[config.mk]
export PLATFORM = sky130hd
export DESIGN_NAME = instr_fetch_unit
export DESIGN_NICKNAME = d
export VERILOG_FILES = /design/src/rtl/instr_fetch_unit_pkg.sv /design/src/rtl/ifu_fetch_fifo.sv /design/src/rtl/instr_fetch_unit.sv
export SDC_FILE = /design/constraint.sdc
export NUM_CORES = 1
export LEC_CHECK = 0
export ABC_AREA = 1
export BUFFER_PORTS_ARGS = -buffer_cell sky130_fd_sc_hd__buf_2
export CAP_MARGIN = 10
export CORE_MARGIN = 2
export CORE_UTILIZATION = 57
export DETAILED_ROUTE_END_ITERATION = 12
export PLACE_DENSITY = 0.9
export SLEW_MARGIN = 40
export SYNTH_ARGS = -nofsm -noshare
export SYNTH_HDL_FRONTEND = slang
export SYNTH_SLANG_ARGS = --single-unit
[constraint.sdc]
create_clock -name clk -period 3.1 [get_ports clk]
set_input_delay 0.62 -clock clk [delete_from_list [all_inputs] [get_ports clk]]
set_output_delay 0.62 -clock clk [all_outputs]
set_load 0.01 [all_outputs]
[src/rtl/instr_fetch_unit_pkg.sv]
// Shared definitions for the instruction fetch unit.
//   ifu_state_e : fetch control states (idle after reset, running, draining stale responses)
//   InstrWidth  : instruction / address width
//   PcIncr      : sequential fetch address step
package instr_fetch_unit_pkg;

    localparam int unsigned InstrWidth = 32;
    localparam logic [31:0] PcIncr     = 32'd4;

    typedef enum logic [1:0] {
        StIdle  = 2'd0,
        StRun   = 2'd1,
        StDrain = 2'd2
    } ifu_state_e;

endpackage

[src/rtl/ifu_fetch_fifo.sv]
// Fetch buffer: small circular FIFO holding {pc, instr} pairs for decode.
// Ports:
//   i_clk, i_rst_n      : clock, asynchronous active-low reset
//   i_push, i_data      : write request and data (accepted when not full, or when popping)
//   i_pop               : remove head entry (ignored when empty)
//   i_flush             : drop all entries; wins over push and pop
//   o_data              : head entry
//   o_full, o_empty     : occupancy flags
//   o_count             : number of stored entries
module ifu_fetch_fifo
    import instr_fetch_unit_pkg::*;
#(
    parameter int unsigned DEPTH = 2,
    parameter int unsigned WIDTH = 2 * InstrWidth
) (
    input  logic                           i_clk,
    input  logic                           i_rst_n,
    input  logic                           i_push,
    input  logic                           i_pop,
    input  logic                           i_flush,
    input  logic [WIDTH-1:0]               i_data,
    output logic [WIDTH-1:0]               o_data,
    output logic                           o_full,
    output logic                           o_empty,
    output logic [$clog2(DEPTH + 1)-1:0]   o_count
);

    localparam int unsigned CntW = $clog2(DEPTH + 1);
    localparam int unsigned PtrW = (DEPTH > 1) ? $clog2(DEPTH) : 1;

    logic [WIDTH-1:0] r_mem [DEPTH];
    logic [PtrW-1:0]  r_wptr;
    logic [PtrW-1:0]  r_rptr;
    logic [CntW-1:0]  r_count;
    logic             w_do_push;
    logic             w_do_pop;

    function automatic logic [PtrW-1:0] ptr_inc(input logic [PtrW-1:0] p);
        return (p == PtrW'(DEPTH - 1)) ? '0 : p + PtrW'(1);
    endfunction

    assign o_full    = (r_count == CntW'(DEPTH));
    assign o_empty   = (r_count == '0);
    assign o_count   = r_count;
    assign o_data    = r_mem[r_rptr];
    assign w_do_pop  = i_pop & ~o_empty;
    // A full buffer still takes a write when the head leaves in the same cycle.
    assign w_do_push = i_push & (~o_full | w_do_pop);

    always_ff @(posedge i_clk or negedge i_rst_n) begin
        if (!i_rst_n) begin
            r_wptr  <= '0;
            r_rptr  <= '0;
            r_count <= '0;
            for (int unsigned i = 0; i < DEPTH; i++) begin
                r_mem[i] <= '0;
            end
        end else if (i_flush) begin
            r_wptr  <= '0;
            r_rptr  <= '0;
            r_count <= '0;
        end else begin
            if (w_do_push) begin
                r_mem[r_wptr] <= i_data;
                r_wptr        <= ptr_inc(r_wptr);
            end
            if (w_do_pop) begin
                r_rptr <= ptr_inc(r_rptr);
            end
            if (w_do_push && !w_do_pop) begin
                r_count <= r_count + CntW'(1);
            end else if (!w_do_push && w_do_pop) begin
                r_count <= r_count - CntW'(1);
            end
        end
    end

endmodule

[src/rtl/instr_fetch_unit.sv]
// Instruction fetch unit: issues sequential fetches to instruction memory, buffers in-order
// responses with their addresses and streams them to decode. Redirects (j_br) flush the
// buffer and discard responses still in flight.
// Optional feature macro: IFU_MISALIGN_CHECK_EN -- a redirect to a non word-aligned target
// sets the sticky if_misalign flag and parks the unit in idle. Without it the target's low
// two bits are cleared and if_misalign stays 0.
// Ports:
//   clk, reset_n                      : clock, asynchronous active-low reset
//   j_br, bta                         : redirect request and target
//   imem_req, imem_addr, imem_gnt     : request handshake to instruction memory
//   imem_rvalid, imem_rdata           : in-order memory responses
//   if_valid, if_instr, if_pc, if_ready : instruction stream to decode
//   if_misalign                       : sticky misaligned-target flag
module instr_fetch_unit
    import instr_fetch_unit_pkg::*;
#(
    parameter logic [31:0] RESET_PC   = 32'h0000_0000,
    parameter int unsigned FIFO_DEPTH = 2
) (
    input  logic        clk,
    input  logic        reset_n,
    input  logic        j_br,
    input  logic [31:0] bta,
    output logic        imem_req,
    output logic [31:0] imem_addr,
    input  logic        imem_gnt,
    input  logic        imem_rvalid,
    input  logic [31:0] imem_rdata,
    output logic        if_valid,
    output logic [31:0] if_instr,
    output logic [31:0] if_pc,
    input  logic        if_ready,
    output logic        if_misalign
);

    localparam int unsigned CntW = $clog2(FIFO_DEPTH + 1);

    ifu_state_e                  r_state;
    logic [31:0]                 r_fetch_pc;
    logic [31:0]                 r_resp_pc;      // address of the oldest live in-flight request
    logic [CntW-1:0]             r_outstanding;  // all in-flight requests, stale or not
    logic [CntW-1:0]             r_discard;      // oldest in-flight requests to throw away
    logic                        r_misalign;

    logic [CntW-1:0]             w_fifo_count;
    logic                        w_fifo_full;
    logic                        w_fifo_empty;
    logic [2*InstrWidth-1:0]     w_fifo_rdata;
    logic [CntW:0]               w_occupancy;
    logic                        w_req;
    logic                        w_gnt_acc;
    logic                        w_rsp_acc;
    logic                        w_rsp_stale;
    logic                        w_push;
    logic                        w_pop;
    logic [CntW-1:0]             w_inflight_next;
    logic [31:0]                 w_bta;
    logic                        w_bad_target;

`ifdef IFU_MISALIGN_CHECK_EN
    assign w_bta        = bta;
    assign w_bad_target = j_br & (bta[1:0] != 2'b00);
`else
    assign w_bta        = bta & 32'hFFFF_FFFC;
    assign w_bad_target = 1'b0;
`endif

    // Requests in flight plus buffered entries never exceed the buffer depth, so every
    // response always has a slot.
    assign w_occupancy     = {1'b0, r_outstanding} + {1'b0, w_fifo_count};
    assign w_req           = (r_state == StRun) & ~w_fifo_full &
                             (w_occupancy < (CntW + 1)'(FIFO_DEPTH));
    assign w_gnt_acc       = w_req & imem_gnt;
    assign w_rsp_acc       = imem_rvalid & (r_outstanding != '0);
    assign w_rsp_stale     = w_rsp_acc & (r_discard != '0);
    assign w_push          = w_rsp_acc & ~w_rsp_stale & ~j_br;
    assign w_pop           = if_valid & if_ready & ~j_br;
    assign w_inflight_next = r_outstanding + CntW'(w_gnt_acc) - CntW'(w_rsp_acc);

    always_ff @(posedge clk or negedge reset_n) begin
        if (!reset_n) begin
            r_state       <= StIdle;
            r_fetch_pc    <= RESET_PC;
            r_resp_pc     <= RESET_PC;
            r_outstanding <= '0;
            r_discard     <= '0;
            r_misalign    <= 1'b0;
        end else begin
            r_outstanding <= w_inflight_next;
            if (j_br) begin
                r_fetch_pc <= w_bta;
                r_resp_pc  <= w_bta;
                // Everything still in flight after this edge (incl. a same-cycle grant) is stale.
                r_discard  <= w_inflight_next;
                if (w_bad_target) begin
                    r_misalign <= 1'b1;
                    r_state    <= StIdle;
                end else if (r_misalign) begin
                    r_state <= StIdle;
                end else if (w_inflight_next != '0) begin
                    r_state <= StDrain;
                end else begin
                    r_state <= StRun;
                end
            end else begin
                if (w_gnt_acc) begin
                    r_fetch_pc <= r_fetch_pc + PcIncr;
                end
                if (w_push) begin
                    r_resp_pc <= r_resp_pc + PcIncr;
                end
                if (w_rsp_stale) begin
                    r_discard <= r_discard - CntW'(1);
                end
                case (r_state)
                    StIdle:  if (!r_misalign) r_state <= StRun;
                    StDrain: if (w_rsp_stale && r_discard == CntW'(1)) r_state <= StRun;
                    default: ;
                endcase
            end
        end
    end

    ifu_fetch_fifo #(
        .DEPTH (FIFO_DEPTH),
        .WIDTH (2 * InstrWidth)
    ) u_fetch_fifo (
        .i_clk   (clk),
        .i_rst_n (reset_n),
        .i_push  (w_push),
        .i_pop   (w_pop),
        .i_flush (j_br),
        .i_data  ({r_resp_pc, imem_rdata}),
        .o_data  (w_fifo_rdata),
        .o_full  (w_fifo_full),
        .o_empty (w_fifo_empty),
        .o_count (w_fifo_count)
    );

    assign imem_req           = w_req;
    assign imem_addr          = r_fetch_pc;
    assign if_valid           = ~w_fifo_empty;
    assign {if_pc, if_instr}  = w_fifo_rdata;
    assign if_misalign        = r_misalign;

endmodule

==> run metrics <==
Crit path buffers/inverters=3; Initial Utilization=58.7%; Worst EP required=~2.5 ns; I/O pin count=169; Slew HR=54.8%; Synth Cell Area=10200 sq um; first-pass GRT wire length=42100 um; delay-heaviest family, CP=buffers and inverters; worst setup path startpoint=u_fetch_fifo.r_rptr; Reg2Reg Setup Slack=0.58 ns; slowest cell on the critical path=inv_2; Synth warnings=0; Finished Core Util=67.4%; CP Capture Type=primary output; pwr/cell area=between 700 and 800 nW/um^2; final setup vio count=0; WL/cell=14.8 um; layout cells sized above 1=15.1%; Final Hold Fails=0; Die Wd=between 100 and 150 um; via count of the first global-routing pass=between 8000 and 9000; Slew Viols, Final=0; synth top area cells=dfrtp_1 47%, nand2_1 21%, o21ai_1 5.7%, inv_1 4.5%, nand3_1 3.8%; Primary FF master, synth=dfrtp_1; Worst Max-Slew Pin Slew=a little under 0.7 ns; Vias/cell=between 5 and 6; Root Buffer=clkbuf_16; Non-Filler Instances=between 1500 and 2000; antenna violations before repair=0; Num CTS Buffers=17; GP Congestion=~1.0; drc violations=0; gr usage total=between 20 and 30%; Clock Sink Count=194; setup tns final=0 ns; RSZ-0062 raised after global routing=false; cell mode on critical path=nand2_1; min cycle time layout=2.60 ns; Critical Path AT=1.98 ns; Tcrit/Tclk final=83.7%; CTS Buffer Depth=2; CP max stage delay=0.48 ns; placed cells=~1700; Routed Antenna Nets=0; critical-path cell list=inv_2 -> buf_4 -> nand2_1 -> nand2_1 -> buf_2; hold buffers post-CTS=0; Max VDD drop=roughly 0.46 mV; Rows=48; largest net degree at the start of global routing=between 100 and 150; Layout fillers=1434; H-tree depth=4; die area=roughly 19000 sq um; post-synthesis sequential area ratio=between 40 and 50%; Die Ht=138 um; worst hold slack=0.160 ns; Syn Inst Count=1394; TritonCTS clock tree=yes; setup bufs post-CTS=0; final WL=26200 um; highest clock rate=a little under 400 MHz; IO buf count=around 160; Iteration-0 DRC Markers=997; largest area contributor in the netlist=dfrtp_1; distinct cell type count of the synthesized netlist=39; Max-cap violations=0; reg2reg end=r_state[0]; #FFs+latches synth=194; Clk Latency, worst-skew pair=0.44 ns; core outline area=17400 sq um; GR Overflow Total=0; Worst Path Max Fanout=33; First-pass DRT Iterations=6; Reg clk slew, reported paths=~0.08 ns; number of synthesized flops with an enable pin=0; Layout Area Growth over Synthesis=14.9%; total power=9330 uW; Leak=0.00615 uW; status=complete, no violations; nets@finish=roughly 1600; Worst Setup EP=if_instr[23]; Resized Gates After CTS=0; Hold Path Class=in2async; Worst Setup Start Kind=flip-flop; vias=between 9000 and 10000; CP Class=reg2out; reg2reg start=u_fetch_fifo.o_count[0]; CP Depth=5; top cell type's share of synthesized area=47.5%; Synth Area per Inst=7.34 sq um; skew final=0.00723 ns; detailed placement HPWL=18300 um; R2R depth=13; antenna diode count=0; share of flip-flops with an asynchronous set or reset=100%
-- worst min-delay path by stage --
stage,start,endpoint,slack [ns],depth (start not counted)
finish,reset_n,u_fetch_fifo.r_mem[89],0.16,1
global route,reset_n,u_fetch_fifo.r_mem[89],0.22,1
CTS,reset_n,u_fetch_fifo.r_mem[28],0.19,1
detailed placement,u_fetch_fifo.r_mem[64],u_fetch_fifo.r_mem[64],0.47,2
global placement,u_fetch_fifo.r_mem[127],u_fetch_fifo.r_mem[127],0.47,2
floorplan,reset_n,imem_addr[10],0.32,0
-- power by group --
group | internal, uW | total (uW) | switching, uW
sequential | 3330 | 3920 | 587
clock | 1210 | 2270 | 1050
combinational | 1170 | 3140 | 1980
total | 5720 | 9330 | 3620
-- per-layer routing --
| metal | wire length (um) | track usage, % | up-vias |
|---|---|---|---|
| met4 | 628 | 9.07 | 0 |
| met1 | 11000 | 38.7 | 4512 |
| met5 | 0 | 0 | - |
| li1 | - | - | 4673 |
| met2 | 12200 | 46.1 | 503 |
| met3 | 2410 | 4.35 | 54 |
-- synthesized netlist by cell type, types with 7 or more instances --
cell	number
o21ai_1	116
a21oi_1	16
nor2_1	85
xor2_1	17
buf_2	11
buf_6	13
o21ai_0	37
buf_4	7
nor3_1	10
o211ai_1	11
nand4_1	11
o21bai_1	7
nand2_1	577
dfrtp_1	194
nand3_1	78
clkbuf_1	27
inv_1	123
-- cell type report --
type	count	area, sq um	area share, %
multi-input combinational	1014	4550	38.7
sequential	194	4860	41.3
clock inverter	14	175	1.49
clock buffer	17	425	3.62
timing repair buffer	176	975	8.30
inverter	130	488	4.15
tap	225	282	2.40
-- worst register-to-register path, cell delays in order, from the launching register on --
cell and delay [ns]:
dfrtp_1 0.42, nand2_1 0.07, inv_1 0.04, fa_1 0.43
nor2_1 0.12, nand4_1 0.19, ha_1 0.32, inv_1 0.04
ha_1 0.18, xnor2_1 0.16, xor2_1 0.21, nand2_1 0.11
nand2_1 0.07, a21oi_1 0.04
-- logic make-up after synthesis --
group / after synthesis / share of synthesized area (%)
xor gates and xnor gates: 19 / 1.63
adders and majority gates: 7 / 0.930
other: 1 / 0.0367
DFF: 194 / 47.5
AOI/OAI and AO/OA: 202 / 10.7
and+or+nand+nor: 781 / 30.9
buffers and inverters: 190 / 8.32
-- state kept, by name (all words and copies together), names as in the netlist --
name and count:
imem_addr 30, r_discard 2, r_outstanding 2, r_resp_pc 30
r_state 2, u_fetch_fifo.o_count 2, u_fetch_fifo.r_mem 124, u_fetch_fifo.r_rptr 1
u_fetch_fifo.r_wptr 1
-- cell usage in the layout (no fill, tap or decap), drive strengths merged --
cell type	instances
o221ai	1
a22oi	1
a31oi	3
nor2	93
o211ai	11
and2	1
clkinv	5
nand3	80
nand4	11
dfrtp	194
fa	1
a21oi	16
clkbuf	17
o21bai	7
ha	6
conb	5
buf	176
inv	133
clkinvlp	4
nand2	582
xnor2	2
xor2	17
and3	1
nor3	10
bufinv	2
o31ai	4
o311ai	1
o21ai	158
nand3b	3
-- per-stage QoR --
stage / area [sq um] / setup WS (ns)
global placement: 11100 / 0.607
CTS: 11700 / 0.502
finish: 11700 / 0.504
detailed placement: 11100 / 0.571
floorplan: 10200 / 0.776
global route: 11700 / 0.334
Note: power is estimated with default switching activity, not from simulation.
